`src/rtl/pc_pkg.sv`:
```
// Shared definitions for the PC prediction unit: 2-bit branch counter encodings
// and the saturating counter update helpers.
package pc_pkg;

  typedef enum logic [1:0] {
    SNT = 2'd0,
    WNT = 2'd1,
    WT  = 2'd2,
    ST  = 2'd3
  } cnt_e;

  localparam cnt_e CNT_ALLOC     = WT;
  localparam cnt_e CNT_RESET     = WNT;
  localparam cnt_e CNT_TAKEN_MIN = WT;

  function automatic cnt_e cnt_inc(input cnt_e c);
    return (c == ST) ? ST : cnt_e'(c + 2'd1);
  endfunction

  function automatic cnt_e cnt_dec(input cnt_e c);
    return (c == SNT) ? SNT : cnt_e'(c - 2'd1);
  endfunction

endpackage

```
`src/rtl/pc_predict_unit_if.sv`:
```
// Fetch-side bus of the PC prediction unit: pc control, branch resolution
// updates from the back end, and the registered pc / prediction outputs.
interface pc_predict_unit_if #(
  parameter int WIDTH = 16
);
  logic             pc_keep;
  logic             redirect;
  logic [WIDTH-1:0] redirect_pc;
  logic             upd_valid;
  logic [WIDTH-1:0] upd_pc;
  logic             upd_taken;
  logic [WIDTH-1:0] upd_target;
  logic             btb_flush;
  logic [WIDTH-1:0] pc;
  logic             pred_taken;
  logic [WIDTH-1:0] pred_target;

  modport master (
    output pc_keep, redirect, redirect_pc, upd_valid, upd_pc, upd_taken,
           upd_target, btb_flush,
    input  pc, pred_taken, pred_target
  );

  modport slave (
    input  pc_keep, redirect, redirect_pc, upd_valid, upd_pc, upd_taken,
           upd_target, btb_flush,
    output pc, pred_taken, pred_target
  );
endinterface

```
`src/rtl/pc_predict_unit_btb_dm.sv`:
```
// Direct-mapped branch target buffer: combinational lookup of the fetch pc and
// negedge-clocked update/allocate/flush with no read bypass.
module btb_dm
  import pc_pkg::*;
#(
  parameter int WIDTH = 16,
  parameter int DEPTH = 8
) (
  input  logic             clk,
  input  logic             rst,
  input  logic [WIDTH-1:0] lookup_pc_i,
  output logic             pred_taken_o,
  output logic [WIDTH-1:0] pred_target_o,
  input  logic             upd_valid_i,
  input  logic [WIDTH-1:0] upd_pc_i,
  input  logic             upd_taken_i,
  input  logic [WIDTH-1:0] upd_target_i,
  input  logic             flush_i
);
  localparam int IDX   = $clog2(DEPTH);
  localparam int TAG_W = WIDTH - IDX;

  logic             valid_q [DEPTH];
  cnt_e             cnt_q   [DEPTH];
  logic [TAG_W-1:0] tag_q   [DEPTH];
  logic [WIDTH-1:0] tgt_q   [DEPTH];

  logic [IDX-1:0]   rd_idx, wr_idx;
  logic [TAG_W-1:0] rd_tag, wr_tag;
  logic             upd_hit;

  assign rd_idx = lookup_pc_i[IDX-1:0];
  assign rd_tag = lookup_pc_i[WIDTH-1:IDX];
  assign wr_idx = upd_pc_i[IDX-1:0];
  assign wr_tag = upd_pc_i[WIDTH-1:IDX];

  assign pred_taken_o  = valid_q[rd_idx] && (tag_q[rd_idx] == rd_tag) &&
                         (cnt_q[rd_idx] >= CNT_TAKEN_MIN);
  assign pred_target_o = tgt_q[rd_idx];
  assign upd_hit       = valid_q[wr_idx] && (tag_q[wr_idx] == wr_tag);

  always_ff @(negedge clk or negedge rst) begin
    if (!rst) begin
      for (int i = 0; i < DEPTH; i++) begin
        valid_q[i] <= 1'b0;
        cnt_q[i]   <= CNT_RESET;
      end
    end else if (flush_i) begin
      for (int i = 0; i < DEPTH; i++) valid_q[i] <= 1'b0;
    end else if (upd_valid_i) begin
      if (upd_hit) begin
        cnt_q[wr_idx] <= upd_taken_i ? cnt_inc(cnt_q[wr_idx]) : cnt_dec(cnt_q[wr_idx]);
      end else if (upd_taken_i) begin
        valid_q[wr_idx] <= 1'b1;
        cnt_q[wr_idx]   <= CNT_ALLOC;
      end
    end
  end

  // NOTE: tag/target storage has no reset; an entry is only ever read through
  // its valid bit, so clearing valid is enough and keeps the arrays plain RAM.
  always_ff @(negedge clk) begin
    if (!flush_i && upd_valid_i && upd_taken_i) begin
      tag_q[wr_idx] <= wr_tag;
      tgt_q[wr_idx] <= upd_target_i;
    end
  end

endmodule

```
`src/rtl/pc_predict_unit.sv`:
```
// Fetch pc register with next-pc selection (redirect > stall > prediction)
// around a single direct-mapped BTB.
module pc_predict_unit #(
  parameter int               WIDTH     = 16,
  parameter int               BTB_DEPTH = 8,
  parameter logic [WIDTH-1:0] RESET_PC  = '0
) (
  input logic               clk,
  input logic               rst,
  pc_predict_unit_if.slave  bus
);
  logic [WIDTH-1:0] pc_q, pc_d;
  logic [WIDTH-1:0] pc_plus1;
  logic [WIDTH-1:0] btb_target;
  logic             btb_taken;
  logic [WIDTH-1:0] pred_target;

  btb_dm #(
    .WIDTH (WIDTH),
    .DEPTH (BTB_DEPTH)
  ) u_btb (
    .clk           (clk),
    .rst           (rst),
    .lookup_pc_i   (pc_q),
    .pred_taken_o  (btb_taken),
    .pred_target_o (btb_target),
    .upd_valid_i   (bus.upd_valid),
    .upd_pc_i      (bus.upd_pc),
    .upd_taken_i   (bus.upd_taken),
    .upd_target_i  (bus.upd_target),
    .flush_i       (bus.btb_flush)
  );

  // Natural width wrap takes all-ones back to zero.
  assign pc_plus1    = pc_q + WIDTH'(1);
  assign pred_target = btb_taken ? btb_target : pc_plus1;

  always_comb begin
    pc_d = pred_target;
    if (bus.redirect)     pc_d = bus.redirect_pc;
    else if (bus.pc_keep) pc_d = pc_q;
  end

  // NOTE: sequential state uses non-blocking assignment so every register
  // samples pre-edge values regardless of process ordering.
  always_ff @(negedge clk or negedge rst) begin
    if (!rst) pc_q <= RESET_PC;
    else      pc_q <= pc_d;
  end

  assign bus.pc          = pc_q;
  assign bus.pred_taken  = btb_taken;
  assign bus.pred_target = pred_target;

endmodule
```
`src/flat_wrapper.sv`:
```
// flat-port wrapper written by rule: the top's interface ports become plain ports
module pc_predict_unit_flat 
#(
  parameter int               WIDTH     = 16,
  parameter int               BTB_DEPTH = 8,
  parameter logic [WIDTH-1:0] RESET_PC  = '0
)
  (clk, rst, bus_pc_keep, bus_redirect, bus_redirect_pc, bus_upd_valid, bus_upd_pc, bus_upd_taken, bus_upd_target, bus_btb_flush, bus_pc, bus_pred_taken, bus_pred_target);
  pc_predict_unit_if #(.WIDTH(WIDTH)) bus_i ();
  input logic clk;
  input logic rst;
  input wire logic [$bits(bus_i.pc_keep)-1:0] bus_pc_keep;
  input wire logic [$bits(bus_i.redirect)-1:0] bus_redirect;
  input wire logic [$bits(bus_i.redirect_pc)-1:0] bus_redirect_pc;
  input wire logic [$bits(bus_i.upd_valid)-1:0] bus_upd_valid;
  input wire logic [$bits(bus_i.upd_pc)-1:0] bus_upd_pc;
  input wire logic [$bits(bus_i.upd_taken)-1:0] bus_upd_taken;
  input wire logic [$bits(bus_i.upd_target)-1:0] bus_upd_target;
  input wire logic [$bits(bus_i.btb_flush)-1:0] bus_btb_flush;
  output wire logic [$bits(bus_i.pc)-1:0] bus_pc;
  output wire logic [$bits(bus_i.pred_taken)-1:0] bus_pred_taken;
  output wire logic [$bits(bus_i.pred_target)-1:0] bus_pred_target;
  assign bus_i.pc_keep = bus_pc_keep;
  assign bus_i.redirect = bus_redirect;
  assign bus_i.redirect_pc = bus_redirect_pc;
  assign bus_i.upd_valid = bus_upd_valid;
  assign bus_i.upd_pc = bus_upd_pc;
  assign bus_i.upd_taken = bus_upd_taken;
  assign bus_i.upd_target = bus_upd_target;
  assign bus_i.btb_flush = bus_btb_flush;
  assign bus_pc = bus_i.pc;
  assign bus_pred_taken = bus_i.pred_taken;
  assign bus_pred_target = bus_i.pred_target;
  pc_predict_unit #(.WIDTH(WIDTH), .BTB_DEPTH(BTB_DEPTH), .RESET_PC(RESET_PC)) u_core (.clk(clk), .rst(rst), .bus(bus_i));
endmodule
```
`config.mk`:
```
export PLATFORM = sky130hd
export DESIGN_NAME = pc_predict_unit_flat
export DESIGN_NICKNAME = d
export VERILOG_FILES = /design/src/rtl/pc_pkg.sv /design/src/rtl/pc_predict_unit_if.sv /design/src/rtl/pc_predict_unit_btb_dm.sv /design/src/rtl/pc_predict_unit.sv /design/src/flat_wrapper.sv
export SDC_FILE = /design/constraint.sdc
export NUM_CORES = 1
export LEC_CHECK = 0
export BUFFER_PORTS_ARGS = -buffer_cell sky130_fd_sc_hd__buf_2
export CAP_MARGIN = 20
export CORE_AREA = 2 2 140 176
export DETAILED_ROUTE_END_ITERATION = 7
export DIE_AREA = 0 0 142 178
export HOLD_SLACK_MARGIN = 0.15
export PLACE_DENSITY = 0.75
export SLEW_MARGIN = 20
export SYNTH_ARGS = -nofsm -noshare
export SYNTH_HDL_FRONTEND = slang
export SYNTH_SLANG_ARGS = --single-unit
```
`constraint.sdc`:
```
create_clock -name clk -period 3.9 [get_ports clk]
set_clock_uncertainty 0.2 [all_clocks]
set_input_delay 0.78 -clock clk [delete_from_list [all_inputs] [get_ports clk]]
set_output_delay 0.78 -clock clk [all_outputs]
set_load 0.05 [all_outputs]
```
## Word level (Yosys, flattened, before mapping)

Memory sizes are Yosys's and may differ from the RTL's.
Index checks and enable logic that the tools add are counted.

- Register bits: 40
- RAM bits: 232
- Input port bits: 55
- Output and inout bits: 33
- Logic and storage cells: 82
- Memories kept: 2

Memory list:

| name | depth | width | read ports | clocked after Yosys merged registers in | wr ports | RTL line | source |
|---|---|---|---|---|---|---|---|
| u_core.u_btb.tgt_q | 8 | 16 | 1 | 0 | 1 | pc_predict_unit_btb_dm.sv:26 | `logic [WIDTH-1:0] tgt_q [DEPTH];` |
| u_core.u_btb.tag_q | 8 | 13 | 2 | 0 | 1 | pc_predict_unit_btb_dm.sv:25 | `logic [TAG_W-1:0] tag_q [DEPTH];` |

- Add/subtract/negate cells: 3
- $lt $le $gt $ge: 4
- Equality and inequality tests: 5
- Multiplexer cells: 31
- Bitwise operators: 7
- Reductions and logical operators: 13

Operators with widths:

| cell | count |
|---|---|
| $mux W16 | 5 |
| $mux W8 | 4 |
| $eq A13 B13 Y1 | 2 |
| $add A16 B1 Y16 const B | 1 |
| $bwmux W16 | 1 |
| $mux W2 | 8 |
| $or A8 B8 Y8 | 2 |
| $bmux W2 S3 | 2 |
| $and A8 B8 Y8 | 1 |
| $ge A4 B4 Y1 const B | 2 |
| $not A3 Y4 | 2 |
| $not A8 Y8 | 1 |
| $mux W1 | 7 |
| $bmux W1 S3 | 2 |
| $demux W2 S3 | 1 |
| $logic_and A1 B1 Y1 | 6 |
| $reduce_and A3 Y1 | 2 |
| $reduce_bool A2 Y1 | 3 |
| $lt A4 B1 Y1 const B | 1 |
| $demux W1 S3 | 1 |
| $add A2 B1 Y2 const B | 1 |
| $eq A2 B2 Y1 const B | 1 |
| $ge A2 B2 Y1 const B | 1 |
| $logic_not A2 Y1 | 1 |
| other kinds (5) | 5 |

## Depth between registers and ports, before layout

- Depth in word-level cells: 10
- Mapped depth: 13

## Hierarchy

A second synthesis with hierarchy kept.

- Cells, all modules: 770
- Area total of the unflattened synthesis: 12715.9 um^2

Modules (own cells, without submodules):

| module | instances | cells each | area each (um^2) |
|---|---|---|---|
| btb_dm | 1 | 594 | 11300.8 |
| pc_predict_unit | 1 | 176 | 1415.1 |

==> key figures <==
STA
  – Count of final max-slew check failures: 0
  – Final hold violation count: 0
  – Final worst slack: -3.41 ns
  – Slew HR: 0.408
  – Setup TNS Final: -122.99 ns
  – Worst-margin pin slew: 0.887 ns
  – Final Setup Violations: 232
  – RSZ-0062 raised after global routing: true

Die
  – Starting density of the core: 0.541
  – Die area: 25300 um^2
  – Chip width: 142 um
  – Core area: 23600 um^2
  – I/O pins: 88
  – Die Height: 178 um
  – Rows: 63

Setup path
  – Crit Path Class: flop to output pin
  – Critical path peak fanout: 13
  – Critical path destination: bus_pred_target[3]
  – Critical path's slowest cell: mux2i_1
  – Critical path arrival: 6.33 ns
  – CP Launch Point: u_core.bus.pc[2]
  – Critical-path cell list: buf_12, buf_12, mux2i_1, a22oi_1, a31oi_1, o2bb2ai_1, or4_4, nor3_2, a41oi_2, nand2_2, buf_12
  – R2R cell count: 40
  – CP Capture Type: output pin
  – Reg2reg end: u_core.bus.pc[2]
  – CP startpoint kind: flop
  – Reg-to-Reg Start: u_core.bus.pc[1]
  – R2r setup slk: -3.36 ns
  – WP data required: 2.92 ns
  – Top cell by count, worst path: buf_12
  – CP max stage delay: 0.64 ns

CTS
  – Root buffer cell: clkbuf_16
  – CTS buffer count: 28
  – CTS tree: built
  – Clock transition at path regs: 0.05 ns
  – TritonCTS Sinks: 272
  – CTS Hold Buffers Added: 0
  – H-tree levels: 1
  – Clock latency on the worst-skew pair: 0.67 ns
  – Max Buffers Root-to-Sink: 3

Outcome
  – Status: finished with violations
  – Violations in the final reports: negative setup slack

Placement
  – Area after DPL: 15300 um^2
  – Port buffer count: 87
  – Gpl congestion: 0.913
  – Worst slack at placement: -2.19 ns
  – Hpwl dp: 23.5 mm
  – Placed cell count: 1337

Global routing
  – Global Route Usage Sum: 0.399
  – Congestion Overflow GR: 0
  – Global-route wire length before repair: 73.2 mm
  – Vias in the first global route: 12400
  – Initial antenna violation count: 1
  – Largest net degree at the start of global routing: 41

Cells and area
  – Commonest cells after routing, fill and taps aside: inv_1 (255), edfxtp_1 (232), buf_4 (211)
  – Fraction of layout cells with a size suffix above 1: 0.450
  – Finished Layout Cells: 1751
  – Nets@finish: 1491
  – Fill cells: 899
  – Most common cell after layout, fill and taps aside: inv_1
  – Synth-to-Final Area Change: 54.0%
  – Fin area: 19600 um^2

Synth
  – Commonest register cell after synthesis: edfxtp_1
  – Post-synthesis cell type count: 71
  – Asr flop ratio synth: 0.147
  – Sequential-to-total area share from yosys stat: 0.626
  – Syn nets: 869
  – Yosys warns: 0
  – Avg Inst Size Synth: 15.7 um^2
  – Cell area after synthesis: 12700 um^2
  – Cells after Synth: 813
  – Post-synthesis register bit count: 272
  – Post-synth EDFFs: 232

Route
  – Remaining antenna violation count: 0
  – Drt initial violations: 2027
  – Drt wl/cell: 35.0 um
  – Final wirelength: 61.3 mm
  – DRC viols: 0
  – Via count: 12500
  – First-pass DRT Iterations: 6
  – Vias per inst: 7.13

Min path
  – Hold WC Path Type: flop to flop

Pwr
  – Leak: 8.41 nW
  – Power Density: 501 nW/um^2
  – Maximum vdd drop: 0.549 mV

Flow run
  – Total of max-cap violations: 0
[timing repair]
| item | CTS | global route |
|---|---|---|
| setup buffers | 76 | 43 |
| gates resized for setup | 217 | 89 |
| gates cloned | 12 | 4 |
| hold endpoints to repair | 0 | 0 |
| pin swaps | 29 | 35 |
| setup endpoints to repair | 289 | 239 |
[layout make-up]
cell class                      instances  area, um^2  share of cell area
Sequential cell                       272        7980               0.406
Multi-Input combinational cell        471        5200               0.265
Timing Repair Buffer                  407        4120               0.210
Clock inverter                        263        1180              0.0602
Clock buffer                           29         726              0.0370
Tap cell                              292         365              0.0186
Inverter                               15        62.6             0.00319
Antenna cell                            2        5.00            0.000255
[report_power, final]
group,leakage (nW),internal (mW),switching (mW)
combinational,4.07,0.900,1.13
clock,1.78,2.10,2.39
sequential,2.56,3.24,0.0685
[flip-flops by register name, indices dropped and copies added, names as in the netlist]
signal,count
u_core.u_btb.valid_q,8
u_core.u_btb.tag_q,104
u_core.bus.pc,16
u_core.u_btb.cnt_q,16
u_core.u_btb.tgt_q,128
[worst max-delay path, delay by kind of cell, from the launching register on]
kind	cells	cell delay (ns)
simple gates	3	1.34
buf+inv	3	0.49
flops	1	0.47
compound gates	4	0.86
mux	1	0.64
[synthesized netlist by cell type, types with 5 or more instances]
master | count | area share
a21oi_1 | 48 | 0.019
xor2_1 | 8 | 0.0055
a22o_1 | 17 | 0.012
nand4_1 | 5 | 0.0025
nand2b_1 | 5 | 0.0025
buf_2 | 20 | 0.0079
mux2_2 | 9 | 0.0079
and4_1 | 5 | 0.0034
nor2_1 | 20 | 0.0059
edfxtp_1 | 232 | 0.55
mux2i_1 | 57 | 0.045
nand2_1 | 33 | 0.0097
mux4_2 | 55 | 0.097
dfrtn_1 | 32 | 0.063
inv_1 | 13 | 0.0038
clkbuf_1 | 17 | 0.0050
nor4_1 | 5 | 0.0025
nor2b_1 | 9 | 0.0044
a22oi_1 | 12 | 0.0071
nor3_1 | 8 | 0.0031
buf_4 | 11 | 0.0065
a2bb2oi_1 | 12 | 0.0082
a211o_1 | 14 | 0.0096
o21ai_0 | 10 | 0.0039
and2_1 | 5 | 0.0025
o22ai_1 | 8 | 0.0039
dfstp_2 | 8 | 0.016
xnor2_1 | 22 | 0.015
nand3_1 | 25 | 0.0098
a31oi_1 | 11 | 0.0054
mux4_1 | 10 | 0.021
[how the worst min path moves through the flow]
stage | slack [ns] | cells past startpoint | start | endpoint
detailed placement | 0.33 | 3 | u_core.u_btb.valid_q[7] | u_core.u_btb.valid_q[7]
global route | 0.36 | 1 | u_core.u_btb.cnt_q[4] | u_core.u_btb.cnt_q[4]
finish | 0.34 | 1 | u_core.u_btb.cnt_q[10] | u_core.u_btb.cnt_q[10]
CTS | 0.33 | 3 | u_core.u_btb.valid_q[7] | u_core.u_btb.valid_q[7]
global placement | 0.32 | 3 | u_core.u_btb.valid_q[3] | u_core.u_btb.valid_q[3]
floorplan | 0.23 | 2 | u_core.u_btb.valid_q[3] | u_core.u_btb.valid_q[3]
[per-stage QoR]
| stage | util | hold slack (ns) | power [mW] |
|---|---|---|---|
| CTS | 0.806 | 0.335 | 8.95 |
| floorplan | - | 0.228 | 4.50 |
| finish | 0.833 | 0.335 | 9.83 |
| detailed placement | 0.650 | 0.328 | 5.02 |
| global route | 0.833 | 0.356 | 10.0 |
| global placement | 0.650 | 0.325 | 4.99 |
[metal layers]
metal	share of wire	GRT usage
met3	0.16	0.123
met1	0.29	0.445
met4	0.11	0.295
met5	0.00095	0.0121
met2	0.44	0.647
[cell families (layout without fill, tap and decap cells)]
| family | after synthesis | after routing | share of synthesized area |
|---|---|---|---|
| flops | 272 | 272 | 0.626 |
| compound gates | 167 | 167 | 0.0944 |
| simple gates | 142 | 142 | 0.0598 |
| mux | 131 | 131 | 0.170 |
| buf+inv | 70 | 714 | 0.0280 |
| xor+xnor | 30 | 30 | 0.0206 |
| fa+ha+maj | 1 | 1 | 0.000981 |
| other cells | 0 | 2 | 0 |
(Power assumes the default switching activity.)
